[config.mk]
export PLATFORM = sky130hd
export DESIGN_NAME = dmem_arbiter
export DESIGN_NICKNAME = d
export VERILOG_FILES = /design/src/rtl/dmem_arbiter.sv
export SDC_FILE = /design/constraint.sdc
export NUM_CORES = 1
export LEC_CHECK = 0
export CORE_AREA = 2 2 116 118
export CTS_CLUSTER_SIZE = 40
export DETAILED_ROUTE_END_ITERATION = 8
export DIE_AREA = 0 0 118 120
export DONT_BUFFER_PORTS = 1
export GPL_TIMING_DRIVEN = 0
export SYNTH_ARGS = -nofsm -noshare
export SYNTH_HDL_FRONTEND = slang
export SYNTH_SLANG_ARGS = --single-unit
export TNS_END_PERCENT = 100
[constraint.sdc]
create_clock -name clk -period 2.4 [get_ports clk]
set_clock_uncertainty 0.15 [all_clocks]
set_input_delay 0.6 -clock clk [delete_from_list [all_inputs] [get_ports clk]]
set_output_delay 0.6 -clock clk [all_outputs]
set_load 0.03 [all_outputs]
[src/rtl/dmem_arbiter.sv]
// Round-robin arbiter sharing a single-port big-endian data memory between
// the CPU path (A) and the loader/DMA path (B), one-cycle access phase.
//
// state  | meaning
// IDLE   | no memory activity, strobes inactive
// ACCESS | one cycle driving the memory from the captured request
module dmem_arbiter #(
  parameter int MEM_BYTES  = 301,
  parameter bit PRIO_RESET = 1'b0
) (
  input  logic        clk,
  input  logic        rst_n,
  input  logic        a_req,
  input  logic        a_we,
  input  logic [31:0] a_addr,
  input  logic [31:0] a_wdata,
  output logic        a_ack,
  output logic        a_err,
  output logic [31:0] a_rdata,
  input  logic        b_req,
  input  logic        b_we,
  input  logic [31:0] b_addr,
  input  logic [31:0] b_wdata,
  output logic        b_ack,
  output logic        b_err,
  output logic [31:0] b_rdata,
  output logic [31:0] mem_addr,
  output logic [31:0] mem_din,
  output logic        mem_rd_n,
  output logic        mem_wr_n,
  input  logic [31:0] mem_dout,
  output logic        busy
);

  typedef enum logic {IDLE = 1'b0, ACCESS = 1'b1} state_t;

  localparam logic [31:0] LAST_WORD = 32'(MEM_BYTES - 4);

  state_t      state_q, state_d;
  logic        owner_q, owner_d;   // 0 = A, 1 = B
  logic        we_q, we_d;
  logic [31:0] addr_q, addr_d;
  logic [31:0] wdata_q, wdata_d;
  logic        rr_q, rr_d;         // 0 = A preferred on contention
  logic        a_ack_q, a_ack_d, b_ack_q, b_ack_d;
  logic        a_err_q, a_err_d, b_err_q, b_err_d;
  logic [31:0] a_rdata_q, a_rdata_d, b_rdata_q, b_rdata_d;

  logic completing, legal, a_elig, b_elig, win_b;

  assign completing = (state_q == ACCESS);
  assign legal      = (addr_q[1:0] == 2'b00) && (addr_q <= LAST_WORD);
  // The completing owner is masked so a held request costs one idle cycle.
  assign a_elig     = a_req && !(completing && !owner_q);
  assign b_elig     = b_req && !(completing && owner_q);
  assign win_b      = b_elig && (!a_elig || rr_q);

  always_ff @(posedge clk or negedge rst_n) begin
    if (!rst_n) state_q <= IDLE;
    else        state_q <= state_d;
  end

  always_comb begin
    state_d = IDLE;
    owner_d = owner_q;
    we_d    = we_q;
    addr_d  = addr_q;
    wdata_d = wdata_q;
    rr_d    = rr_q;
    if (a_elig || b_elig) begin
      state_d = ACCESS;
      owner_d = win_b;
      we_d    = win_b ? b_we    : a_we;
      addr_d  = win_b ? b_addr  : a_addr;
      wdata_d = win_b ? b_wdata : a_wdata;
      if (a_elig && b_elig) rr_d = !rr_q;
    end
  end

  always_comb begin
    a_ack_d   = completing && !owner_q;
    b_ack_d   = completing && owner_q;
    a_err_d   = a_ack_d && !legal;
    b_err_d   = b_ack_d && !legal;
    a_rdata_d = (a_ack_d && legal && !we_q) ? mem_dout : a_rdata_q;
    b_rdata_d = (b_ack_d && legal && !we_q) ? mem_dout : b_rdata_q;
  end

  always_ff @(posedge clk or negedge rst_n) begin
    if (!rst_n) begin
      owner_q   <= 1'b0;
      we_q      <= 1'b0;
      addr_q    <= '0;
      wdata_q   <= '0;
      rr_q      <= PRIO_RESET;
      a_ack_q   <= 1'b0;
      b_ack_q   <= 1'b0;
      a_err_q   <= 1'b0;
      b_err_q   <= 1'b0;
      a_rdata_q <= '0;
      b_rdata_q <= '0;
    end else begin
      owner_q   <= owner_d;
      we_q      <= we_d;
      addr_q    <= addr_d;
      wdata_q   <= wdata_d;
      rr_q      <= rr_d;
      a_ack_q   <= a_ack_d;
      b_ack_q   <= b_ack_d;
      a_err_q   <= a_err_d;
      b_err_q   <= b_err_d;
      a_rdata_q <= a_rdata_d;
      b_rdata_q <= b_rdata_d;
    end
  end

  // Strobes decode straight from state so reset deasserts them asynchronously.
  always_comb begin
    busy     = (state_q == ACCESS);
    mem_rd_n = !(busy && legal && !we_q);
    mem_wr_n = !(busy && legal && we_q);
  end

  assign mem_addr = addr_q;
  assign mem_din  = wdata_q;
  assign a_ack    = a_ack_q;
  assign b_ack    = b_ack_q;
  assign a_err    = a_err_q;
  assign b_err    = b_err_q;
  assign a_rdata  = a_rdata_q;
  assign b_rdata  = b_rdata_q;

endmodule

==> results.ini <==
[setup_path]
critPathCapture=mem_rd_n
start_kind=flop
slowest_stage=dfrtp_1
r2r-start=mem_addr[13]
timing.setup.critical_path_class=flop to primary output
worst-path-max-fanout=4
end_kind=primary output
reg2regPathDepth=8
cp-startpoint=mem_addr[22]
crit_family=simple AND/OR/NAND/NOR gates
max_stage_delay_ns=0.53
rr_endpoint=a_rdata[13]
path_cells=nor4_4 -> nand3_2 -> nor3_4 -> nand3b_1
r2r_slack_ns=-0.10
worstPathArrival_ns=2.04
critical_path_cell_count=4
crit_required_ns=1.65
critical_path_buf_inv_count=0

[timing]
finalSetupViolations=65
fin_crit_ns=2.79
worst_slew_pin_slew_ns=0.519
rsz0062_at_grt=yes
fmax_ghz=0.358
tns_ns=-4.82
hold_ws_ns=-0.268
min_period_over_period_pct=116
hold_viol=136
finalWorstSetupSlack_ns=-0.394
max_slew_margin_pct=65.4
slew_violations=0

[die]
start_util_pct=44.9
row_count=42
ios=301
core_area_um2=13000
die_h_um=120
die_width_um=118
die-area_um2=14200

[status]
violations=negative hold slack, negative setup slack
status=complete, but fails checks

[place]
place_ws_ns=-0.291
portBuffers=0
dpl_cell_area_um2=6060
hpwl_um=10300
routabilityCongestion=0.802

[final_layout]
multi_input_area_um2=2360
seqCellArea_um2=3420
antenna_cells=0
fillers=1042
final_area_um2=7100
syn_to_final_growth_pct=21.7
drive_gt1_share_pct=35.4
fin_nets=588

[drt]
ant_nets=0
wl_per_cell_um=24.2
via_per_inst=5.87
drc=0
wirelength_um=14800
first_pass_iters=4
via_count=3588
drtIter0Drc=191

[yosys]
synth.avg_cell_area_um2=15.0
synth_top_area_share_pct=58.4
synth.area.top_cells=dfrtp_1 (58%), mux2_4 (15%), a221o_1 (11%), nor2b_1 (7.3%), buf_6 (1.2%)
synth_seq_cells=136
synth-edff-count=0
ys_async_sr_fraction_pct=100
synth_cell_type_count=30
yosysWarnings=0
synth_cells=390
ys_seq_area_share_pct=58.4
yosysTopAreaCell=dfrtp_1
synth_nets=556
synthTopCellsByCount=dfrtp_1 (136), nor2b_1 (68), a221o_1 (65), mux2_4 (60), clkbuf_1 (13)
synthFlopType=dfrtp_1
syn_area_um2=5830
yosysMostFrequentCell=dfrtp_1

[clock_network]
numCtsBuffers=17
cts_root_buf=clkbuf_16
clk_path_buf_depth=2
cts_tree=done
clkSinkCount=136
clk_latency_ns=0.41
htreeDepth=4
clk_pin_slew_ns=0.06

[power_and_ir_drop]
p_total_mw=7.53
leakage_nw=3.11
powerDensity_nw_per_um2=1060
peakVddDrop_uv=574

[grt]
gr-usage-all-layers_pct=20.7
grt_antenna_before_repair=0
overflow=0
first_global_vias=3822
grt_pass1_wl_um=22400
grt_max_degree=137

[flow_run]
maxCapViolCount=0

[worst_hold_path]
hold_path_class=primary input to asynchronous set/reset pin

[metal layers]
metal | vias to the layer above | global-route usage, % | share of wire, %
met5 | - | 0 | 0
met4 | 0 | 7.68 | 1.8
met3 | 18 | 8.60 | 9.3
met2 | 208 | 34.6 | 52
met1 | 1829 | 23.9 | 37
li1 | 1533 | - | -
[worst min-delay path by stage]
stage,cells past startpoint,slack (ns),endpoint
6_report,0,-0.27,b_rdata[9]
2_1_floorplan,0,0.15,a_ack
3_5_place_dp,0,0.16,a_rdata[9]
3_3_place_gp,0,0.16,a_rdata[10]
5_1_grt,0,-0.29,b_rdata[9]
4_1_cts,0,-0.29,mem_din[27]
[power by group]
part,internal [mW],total (mW),switching [mW],leakage [nW]
sequential,2.66,3.77,1.11,1.73
clock,1.89,2.85,0.964,0.313
combinational,0.491,0.915,0.424,1.06
[final cells by class]
class	count	share of cell area [%]
repair buffers	13	3.07
inverters	2	0.106
well taps	176	3.10
clock buffers	23	7.02
clock inverters	9	2.26
plain buffers	27	2.98
multi-input cells	225	33.2
flip-flops and latches	136	48.3
[placed cells by master, fill, tap and decap left out, types with 6 or more instances in the layout]
| cell | instances |
|---|---|
| buf_12 | 6 |
| clkbuf_1 | 11 |
| dfrtp_2 | 17 |
| mux2_4 | 60 |
| clkbuf_16 | 23 |
| a221o_1 | 65 |
| nor2b_1 | 68 |
| buf_2 | 6 |
| dfrtp_1 | 119 |
| nor4_4 | 6 |
[per-stage QoR]
| stage | utilization [%] | std cells |
|---|---|---|
| after floorplan | - | 390 |
| after global placement | 46.7 | 566 |
| after detailed placement | 46.7 | 566 |
| after CTS | 52.8 | 604 |
| after global routing | 54.7 | 611 |
| final | 54.7 | 611 |
[cell families after synthesis]
group           count (synthesis)  synth area share (%)
compound gates                 71                  12.1
mux                            65                  16.4
flops                         136                  58.4
simple gates                   88                  10.2
buf+inv                        29                  2.79
xor+xnor                        1                 0.150
[flip-flops by register name, summed over array words and instances, names as in the netlist, 32 cells and up]
signal,count
mem_addr,32
a_rdata,32
mem_din,32
b_rdata,32
[what timing repair did]
item,4_1_cts,5_1_grt
pin swaps,7,1
setup buffers,6,1
cloned,0,6
hold endpoints to repair,136,136
endpoints found under the setup margin,106,77
resized for setup,28,22
Power figures use the tool's default switching activity.
